### src/rtl/inst_fetch_queue_pkg.sv
// rtl/inst_fetch_queue_pkg.sv - shared types and constants for the instruction fetch queue
package inst_fetch_queue_pkg;

    localparam int INST_ADDR_W = 32;
    localparam int INST_W      = 32;
    localparam logic [INST_W-1:0] ZERO_WORD = '0;

    typedef enum logic [1:0] {
        IFQ_FETCH   = 2'b00,
        IFQ_FULL    = 2'b01,
        IFQ_DISCARD = 2'b10
    } ifq_state_e;

    typedef struct packed {
        logic [INST_ADDR_W-1:0] pc;
        logic [INST_W-1:0]      inst;
    } ifq_entry_t;

    function automatic logic [INST_ADDR_W-1:0] next_pc(input logic [INST_ADDR_W-1:0] pc);
        return pc + 32'd4;
    endfunction

endpackage

### src/rtl/inst_fetch_queue_if.sv
// rtl/inst_fetch_queue_if.sv - memory-controller, redirect and decode signals of the fetch queue
interface inst_fetch_queue_if;
    import inst_fetch_queue_pkg::*;

    logic [INST_ADDR_W-1:0] pc_o;
    logic                   pc_req_o;
    logic                   pc_done_i;
    logic [INST_W-1:0]      inst_i;
    logic                   jump_i;
    logic [INST_ADDR_W-1:0] jump_addr_i;
    logic                   if_valid_o;
    logic [INST_ADDR_W-1:0] if_pc_o;
    logic [INST_W-1:0]      if_inst_o;
    logic                   id_ready_i;

    modport master (
        output pc_o, pc_req_o, if_valid_o, if_pc_o, if_inst_o,
        input  pc_done_i, inst_i, jump_i, jump_addr_i, id_ready_i
    );

    modport slave (
        input  pc_o, pc_req_o, if_valid_o, if_pc_o, if_inst_o,
        output pc_done_i, inst_i, jump_i, jump_addr_i, id_ready_i
    );
endinterface

### src/rtl/inst_fetch_queue_fifo.sv
// rtl/inst_fetch_queue_fifo.sv - ifq_fifo: DEPTH x {pc,inst} queue with push/pop/flush and head data
module ifq_fifo
    import inst_fetch_queue_pkg::*;
#(
    parameter int DEPTH = 4
) (
    input  logic                     clk,
    input  logic                     rst,
    input  logic                     push,
    input  logic                     pop,
    input  logic                     flush,
    input  ifq_entry_t               wr_data,
    output ifq_entry_t               head,
    output logic [$clog2(DEPTH):0]   count
);
    localparam int AW = $clog2(DEPTH);

    ifq_entry_t      mem [DEPTH];
    logic [AW-1:0]   wr_ptr;
    logic [AW-1:0]   rd_ptr;

    // DEPTH is a power of two, so the pointers wrap by natural overflow.
    always_ff @(posedge clk) begin
        if (rst || flush) begin
            wr_ptr <= '0;
            rd_ptr <= '0;
            count  <= '0;
        end else begin
            if (push) wr_ptr <= wr_ptr + 1'b1;
            if (pop)  rd_ptr <= rd_ptr + 1'b1;
            case ({push, pop})
                2'b10:   count <= count + 1'b1;
                2'b01:   count <= count - 1'b1;
                default: count <= count;
            endcase
        end
    end

    always_ff @(posedge clk) begin
        if (push && !rst && !flush) mem[wr_ptr] <= wr_data;
    end

    assign head = mem[rd_ptr];

endmodule

### src/rtl/inst_fetch_queue.sv
// rtl/inst_fetch_queue.sv - fetch FSM, fetch PC and decode-side mux around ifq_fifo
// Optional zero-latency empty-queue bypass is enabled by defining IFQ_BYPASS_EN.
module inst_fetch_queue
    import inst_fetch_queue_pkg::*;
#(
    parameter int                     DEPTH    = 4,
    parameter logic [INST_ADDR_W-1:0] RESET_PC = 32'h0
) (
    input  logic                  clk,
    input  logic                  rst,
    input  logic                  rdy_in,
    inst_fetch_queue_if.master    ifq
);
    localparam int CW = $clog2(DEPTH) + 1;
    localparam logic [CW:0] DEPTH_W = DEPTH[CW:0];

    ifq_state_e             state, state_n;
    logic [INST_ADDR_W-1:0] pc_q, pc_n;
    logic                   busy_q, busy_n;
    logic                   push, pop, flush, bypass, byp_cond, pop_ok;
    logic [CW-1:0]          count;
    logic [CW:0]            cnt_after;
    ifq_entry_t             head;

    ifq_fifo #(.DEPTH(DEPTH)) u_fifo (
        .clk     (clk),
        .rst     (rst),
        .push    (push),
        .pop     (pop),
        .flush   (flush),
        .wr_data ({pc_q, ifq.inst_i}),
        .head    (head),
        .count   (count)
    );

`ifdef IFQ_BYPASS_EN
    assign byp_cond = (count == '0) && ifq.id_ready_i;
`else
    assign byp_cond = 1'b0;
`endif

    assign pop_ok = (count != '0) && ifq.id_ready_i;

    always_ff @(posedge clk) begin
        if (rst) begin
            state  <= IFQ_FETCH;
            pc_q   <= RESET_PC;
            busy_q <= 1'b0;
        end else begin
            state  <= state_n;
            pc_q   <= pc_n;
            busy_q <= busy_n;
        end
    end

    // busy_q: a request has been visible for at least one cycle without its done.
    always_comb begin
        state_n   = state;
        pc_n      = pc_q;
        busy_n    = busy_q;
        push      = 1'b0;
        pop       = 1'b0;
        flush     = 1'b0;
        bypass    = 1'b0;
        cnt_after = {1'b0, count};
        if (rdy_in) begin
            if (ifq.jump_i) begin
                flush  = 1'b1;
                pc_n   = ifq.jump_addr_i;
                busy_n = 1'b0;
                if (state == IFQ_FETCH && busy_q && !ifq.pc_done_i)
                    state_n = IFQ_DISCARD;
                else
                    state_n = IFQ_FETCH;
            end else begin
                case (state)
                    IFQ_FETCH: begin
                        pop = pop_ok;
                        if (ifq.pc_done_i) begin
                            pc_n   = next_pc(pc_q);
                            busy_n = 1'b0;
                            if (byp_cond) bypass = 1'b1;
                            else          push   = 1'b1;
                            cnt_after = {1'b0, count} + {{CW{1'b0}}, push} - {{CW{1'b0}}, pop};
                            state_n   = (cnt_after < DEPTH_W) ? IFQ_FETCH : IFQ_FULL;
                        end else begin
                            busy_n = 1'b1;
                        end
                    end
                    IFQ_FULL: begin
                        pop    = pop_ok;
                        busy_n = 1'b0;
                        if (pop_ok) state_n = IFQ_FETCH;
                    end
                    IFQ_DISCARD: begin
                        pop    = pop_ok;
                        busy_n = 1'b0;
                        if (ifq.pc_done_i) state_n = IFQ_FETCH;
                    end
                    default: begin
                        state_n = IFQ_FETCH;
                        busy_n  = 1'b0;
                    end
                endcase
            end
        end
    end

    assign ifq.pc_o       = pc_q;
    assign ifq.pc_req_o   = !rst && rdy_in && (state == IFQ_FETCH);
    assign ifq.if_valid_o = !rst && ((count != '0) || bypass);
    assign ifq.if_pc_o    = rst ? ZERO_WORD : (bypass ? pc_q : head.pc);
    assign ifq.if_inst_o  = rst ? ZERO_WORD : (bypass ? ifq.inst_i : head.inst);

endmodule

### src/flat_wrapper.sv
// flat-port wrapper written by rule: the top's interface ports become plain ports
module inst_fetch_queue_flat import inst_fetch_queue_pkg::*;
#(
    parameter int                     DEPTH    = 4,
    parameter logic [INST_ADDR_W-1:0] RESET_PC = 32'h0
)
  (clk, rst, rdy_in, ifq_pc_o, ifq_pc_req_o, ifq_if_valid_o, ifq_if_pc_o, ifq_if_inst_o, ifq_pc_done_i, ifq_inst_i, ifq_jump_i, ifq_jump_addr_i, ifq_id_ready_i);
  inst_fetch_queue_if ifq_i ();
  input  logic clk;
  input  logic rst;
  input  logic rdy_in;
  output wire logic [$bits(ifq_i.pc_o)-1:0] ifq_pc_o;
  output wire logic [$bits(ifq_i.pc_req_o)-1:0] ifq_pc_req_o;
  output wire logic [$bits(ifq_i.if_valid_o)-1:0] ifq_if_valid_o;
  output wire logic [$bits(ifq_i.if_pc_o)-1:0] ifq_if_pc_o;
  output wire logic [$bits(ifq_i.if_inst_o)-1:0] ifq_if_inst_o;
  input wire logic [$bits(ifq_i.pc_done_i)-1:0] ifq_pc_done_i;
  input wire logic [$bits(ifq_i.inst_i)-1:0] ifq_inst_i;
  input wire logic [$bits(ifq_i.jump_i)-1:0] ifq_jump_i;
  input wire logic [$bits(ifq_i.jump_addr_i)-1:0] ifq_jump_addr_i;
  input wire logic [$bits(ifq_i.id_ready_i)-1:0] ifq_id_ready_i;
  assign ifq_pc_o = ifq_i.pc_o;
  assign ifq_pc_req_o = ifq_i.pc_req_o;
  assign ifq_if_valid_o = ifq_i.if_valid_o;
  assign ifq_if_pc_o = ifq_i.if_pc_o;
  assign ifq_if_inst_o = ifq_i.if_inst_o;
  assign ifq_i.pc_done_i = ifq_pc_done_i;
  assign ifq_i.inst_i = ifq_inst_i;
  assign ifq_i.jump_i = ifq_jump_i;
  assign ifq_i.jump_addr_i = ifq_jump_addr_i;
  assign ifq_i.id_ready_i = ifq_id_ready_i;
  inst_fetch_queue #(.DEPTH(DEPTH), .RESET_PC(RESET_PC)) u_core (.clk(clk), .rst(rst), .rdy_in(rdy_in), .ifq(ifq_i));
endmodule
### config.mk
export PLATFORM = sky130hd
export DESIGN_NAME = inst_fetch_queue_flat
export DESIGN_NICKNAME = d
export VERILOG_FILES = /design/src/rtl/inst_fetch_queue_pkg.sv /design/src/rtl/inst_fetch_queue_if.sv /design/src/rtl/inst_fetch_queue_fifo.sv /design/src/rtl/inst_fetch_queue.sv /design/src/flat_wrapper.sv
export SDC_FILE = /design/constraint.sdc
export NUM_CORES = 1
export LEC_CHECK = 0
export ABC_CLOCK_PERIOD_IN_PS = 10100
export CAP_MARGIN = 20
export CORE_ASPECT_RATIO = 1.2
export CORE_MARGIN = 10
export CORE_UTILIZATION = 55
export CTS_BUF_LIST = sky130_fd_sc_hd__clkbuf_16
export DETAILED_ROUTE_END_ITERATION = 8
export GPL_ROUTABILITY_DRIVEN = 0
export GPL_TIMING_DRIVEN = 1
export HOLD_SLACK_MARGIN = 0.06
export MAX_ROUTING_LAYER = met4
export PLACE_DENSITY_LB_ADDON = 0.3
export SLEW_MARGIN = 15
export SYNTH_ARGS = -nofsm -noshare
export SYNTH_HDL_FRONTEND = slang
export SYNTH_SLANG_ARGS = --single-unit
export TNS_END_PERCENT = 10
### constraint.sdc
create_clock -name clk -period 10.1 [get_ports clk]
set_input_delay 2.02 -clock clk [delete_from_list [all_inputs] [get_ports clk]]
set_output_delay 2.02 -clock clk [all_outputs]
set_load 0.005 [all_outputs]
Yosys cells after proc, flatten, opt, wreduce, memory -nomap -nowiden
Memory sizes are Yosys's and may differ from the RTL's. A register that Yosys moved wholly into a read port is not among the register bits.
Index checks and enable logic that the tools add are counted.
Widths: inputs -> output; s select.
Storage, ports and cells
  word-level logic and storage cells: 75
  bits in latches: 0
  bits in writable memories: 256
  flip-flop bits (word level): 42
  memories: 1
  input port bits: 70
  ROM bits: 0
  output and inout bits: 98
Memories
  u_core.u_fifo.mem: words 4, bits a word 64, rd ports 1, clocked after Yosys merged registers in 1, wr ports 1, RTL line inst_fetch_queue_fifo.sv:18  | ifq_entry_t mem [DEPTH];
Operators by class
  shift operators: 0
  add/subtract/negate cells: 7
  eq/ne operators: 7
  $mul: 0
  magnitude comparators: 1
  divide/modulo/power cells: 0
  muxes and demuxes: 33
  reduce and logical (&&, ||, !) cells: 20
  bitwise logic cells: 0
Operator list (number)
  $mux 32: 5
  $add 32x3->32 const B: 1
  $mux 1: 19
  $mux 2: 7
  $logic_and 1x1->1: 8
  $ne 3x3->1 const B: 2
  $pmux 2 s3: 1
  $pmux 3 s2: 1
  $reduce_bool 2->1: 3
  $add 2x1->2 const B: 2
  $add 3x1->4: 1
  $eq 2x1->1 const B: 2
  $eq 2x2->1 const B: 2
  $lt 4x3->1 const B: 1
  $reduce_and 4->1: 1
  $sub 4x1->4: 1
  $add 3x1->3 const B: 1
  $logic_not 1->1: 3
  $ne 3x2->1 const B: 1
  $reduce_and 3->1: 1
  $reduce_bool 3->1: 1
  $reduce_or 3->1: 1
  $sub 3x1->3 const B: 1
  $logic_not 2->1: 1
  $logic_or 1x1->1: 1

Logic depth before layout (Yosys ltp)
  depth after elaboration: 12
  gate-level depth with buffers: 9
  gate-level depth less buffers: 8

Hierarchy
Synthesis repeated with hierarchy kept, for this count alone.
Second synthesis, totals
  cells, all modules: 764
  area, all modules: 12441.9 um^2
Modules (own cells, without submodules)
  ifq_fifo: instances 1, area an instance 9743.1 um^2, seq. area each 7867.5 um^2, cells each 381
  inst_fetch_queue: instances 1, area an instance 2698.8 um^2, seq. area each 700.7 um^2, cells each 383

Least setup slack after synthesis
Ideal clock, no wire load.
  kind: input to register
  start: input port ifq_jump_i
  end: memory u_core.u_fifo.mem[0][0] in the netlist's numbering (enable)
  required time: 9.522 ns
  library setup time: 0.578 ns
  setup slack: 2.169 ns
  cell stages on the path: 3
  arrival: 7.353 ns
  buffers on the path: 1
  path through: clkbuf_1 nand4b_1 nor3b_1
On the way
  longest elaborated chain between the ends: 6
  elaborated cells between the ends (all ways): 9
  classes of those cells: 6 x mux; 3 x reduce/logical
Ends and longest elaborated chain
  start: declaration: RTL line flat_wrapper.sv:19  | input wire logic [$bits(ifq_i.jump_i)-1:0] ifq_jump_i;
  $mux 1: RTL line inst_fetch_queue.sv:67  | if (ifq.jump_i) begin
  $mux 1: RTL line inst_fetch_queue.sv:66  | if (rdy_in) begin
  $logic_and 1x1->1 / $logic_not 1->1 (equally long branches): RTL line inst_fetch_queue_fifo.sv:40  | if (push && !rst && !flush) mem[wr_ptr] <= wr_data;
  $logic_and 1x1->1 (*): RTL line inst_fetch_queue_fifo.sv:40
  $mux 1 (*): RTL line inst_fetch_queue_fifo.sv:40
  $mux 1 (not written as such) (*): RTL line inst_fetch_queue_fifo.sv:40
  end: declaration: RTL line inst_fetch_queue_fifo.sv:18
Mark *: on every way between the ends. The rest lies on a longest branch, timed or not.

Final worst setup path
  start: input port rst
  end: output port ifq_if_pc_o[22]
On the way
  longest elaborated chain between the ends: 1
Ends and longest elaborated chain
  start: declaration: RTL line flat_wrapper.sv:10  | input logic rst;
  $mux 32: RTL line inst_fetch_queue.sv:112  | assign ifq.if_pc_o = rst ? ZERO_WORD : (bypass ? pc_q : head.pc);
  end: declaration: RTL line flat_wrapper.sv:15  | output wire logic [$bits(ifq_i.if_pc_o)-1:0] ifq_if_pc_o;
Every way passes these cells.

==> impl_results.md <==
* Longest Clk Path Bufs at 3
* Drt pass-1 iters at 4
* CTS root buf: clkbuf_16
* Sum Neg Setup Slack at 0 ns
* Hold Path Cell Cnt at 2
* CTS tree: done
* Cell family with most CP delay: buffers and inverters
* Max-slew violation count at 0
* Initial drt markers at 511
* Initial Utilization at 56.4%
* Post-route cell area at 15100 µm²
* Final Hold Slack at 0.479 ns
* Top-count cell post-synth: edfxtp_1
* Hold Crit Class: reg -> reg
* Mapped Area at 12300 µm²
* Max-slew headroom at 34.1%
* Crit path largest cell delay at 0.69 ns
* Yosys top cell area share at 62.4%
* HPWL after detailed placement at 16100 µm
* I/O pin count at 168
* WL final at 26200 µm
* Min-delay src: u_core.busy_q
* Synth Warn # at 0
* Final hold vios at 0
* Peak VDD IR at 0.114 mV
* Global route overflow at 0
* I/O Buffers at 167
* Postcts setup bufs at 0
* Routed len/inst at 21.5 µm
* Crit share post-route at 61.7%
* RR Startpoint: u_core.state[1]
* Placed cells at 1167
* Met3 wire len at 1580 µm
* Pwr dens at 165 nW/µm²
* Lkg Pwr at 4.83 nW
* Post-synth EDFFs at 256
* Max Clk Rate at 160 MHz
* Async SR Flop Fraction at 0%
* Post-synth net total at 840
* Critical path class: in -> out
* Vias at 7212
* Max Cap Violations at 0
* Clock-pin slew on the worst setup and hold paths at 0.06 ns
* Cts hold-fix bufs at 0
* R2R setup slack at 7.29 ns
* Die Wd at 157 µm
* Layout area overhead at 22.5%
* CP max FO at 69
* Area after DPL at 14200 µm²
* Synth area leader: edfxtp_1
* Seq/Total Area, Yosys at 69.6%
* Area contributors post-synth: edfxtp_1 (62%), mux4_2 (12%), dfxtp_1 (7.2%)
* Max Used Layer: met4
* Synthesized area per cell at 16.1 µm²
* Total core area at 21900 µm²
* Slew @ Worst Pin at 0.989 ns
* Die Ht at 184 µm
* Met2 WL at 13100 µm
* Netlist cell types at 55
* Clock Skew at 0.00598 ns
* FF-to-FF End: u_core.u_fifo.mem[3][50]
* Die area at 28800 µm²
* CTS Buf Count at 28
* M1 WL at 11200 µm
* RSZ-0062 raised after global routing: no
* First-pass GRT wire length at 41000 µm
* DR vias/cell at 5.93
* Num rows at 59
* Clk sinks at 300
* Final cell count without fillers at 1216
* Cells after Synth at 763
* Antenna diodes at 0
* Status: finished clean
* Clock latency at the later pin of the worst-skew pair at 0.53 ns
* Layout cell share with drive strength beyond 1 at 13.4%
* Final setup fails at 0
* CP Launch Type: primary input
* H-tree Lvls at 1
* Total track usage at 18.6%
* Largest net degree at the start of global routing at 75
* Post-synth top cells: edfxtp_1 (256), and2_1 (66), mux4_2 (64), nand2_1 (49), dfxtp_1 (44)
* Cell mode on critical path: clkdlybuf4s50_1
* Crit path required time at 8.08 ns
* Layout Nets at 1000
* Worst reg2reg path depth at 4
* DRC at 0
* Antenna violations before repair at 0
* CP Buf/Inv Count at 4
* Ys flop type: edfxtp_1
* Critical path capture point type: primary output
* Sequence of cells on the critical path: clkdlybuf4s50_1 > buf_4 > inv_2 > and2_1 > clkdlybuf4s50_1
* Slowest CP cell: inv_2
* Yosys reg bits at 300
* Worst Hold End: u_core.busy_q
* Resize count post-CTS at 0
* Vias in the first global route at 7179
* Post-route ant nets at 0
* CP arrival at 4.21 ns
* Period minus WS final at 6.23 ns
==> flip-flops by register name, summed over array words and instances (netlist names), named ones only <==
register	cells
u_core.u_fifo.count	3
u_core.u_fifo.rd_ptr	2
u_core.state	2
u_core.ifq.pc_o	32
u_core.u_fifo.wr_ptr	2
u_core.busy_q	1
u_core.u_fifo.mem	256
==> cell families after synthesis <==
group / Yosys count / share of synthesized area (%)
fa+ha+maj: 7 / 0.772
simple gates: 226 / 9.96
mux: 75 / 12.6
compound gates: 93 / 4.85
xor+xnor: 5 / 0.356
flops: 300 / 69.6
buf+inv: 57 / 1.88
==> layer usage <==
metal,global-route usage (%),vias to the layer above
met2,30.2,284
met3,2.97,29
li1,-,3306
met1,24.4,3593
met4,4.01,0
met5,-,-
==> how the worst max path moves through the flow <==
stage | cells after the start | to | slack (ns) | startpoint
CTS | 5 | ifq_pc_req_o | 3.81 | rst
global route | 5 | ifq_if_pc_o[22] | 3.68 | rst
detailed placement | 5 | ifq_if_pc_o[15] | 3.82 | rst
global placement | 5 | ifq_pc_req_o | 3.83 | rst
finish | 5 | ifq_if_pc_o[22] | 3.87 | rst
floorplan | 3 | u_core.u_fifo.mem[0][0] | 2.17 | ifq_jump_i
==> area by class of cell <==
| cell class | instances | area, µm² |
|---|---|---|
| clock buffer | 30 | 751 |
| clock inverter | 19 | 104 |
| fill | 1498 | 6760 |
| inverter | 12 | 45.0 |
| multi-input combinational | 406 | 3540 |
| sequential | 300 | 8580 |
| tap | 274 | 343 |
| timing repair buffer | 175 | 1730 |
==> worst min-delay path, delay by kind of cell (launching register included) <==
family | cells | cell delay, ns
flops | 1 | 0.31
simple gates | 1 | 0.06
compound gates | 1 | 0.05
==> through the flow <==
stage | worst slack (ns) | util [%] | total power [mW]
after detailed placement | 3.82 | 65.1 | 1.55
after global routing | 3.68 | 69.1 | 2.58
final | 3.87 | 69.1 | 2.49
after global placement | 3.83 | 65.1 | 1.55
after floorplan | 2.17 | - | 1.46
after CTS | 3.81 | 69.1 | 2.51
==> cells in the final DEF (no fill, tap or decap), types with 20 or more instances in the layout <==
cell | Yosys | final
a21oi_1 | 23 | 23
edfxtp_1 | 256 | 256
dfxtp_1 | 44 | 42
nor2_1 | 37 | 37
and2_1 | 66 | 66
clkdlybuf4s50_1 | 0 | 166
mux4_2 | 64 | 64
inv_1 | 12 | 20
nand2_1 | 49 | 49
clkbuf_16 | 0 | 30
==> power by group <==
| part | internal (mW) | switching (mW) |
|---|---|---|
| Combinational | 0.0788 | 0.0604 |
| Sequential | 1.36 | 0.0247 |
| Clock | 0.554 | 0.414 |
No activity file was read; power rests on OpenSTA's default activity.
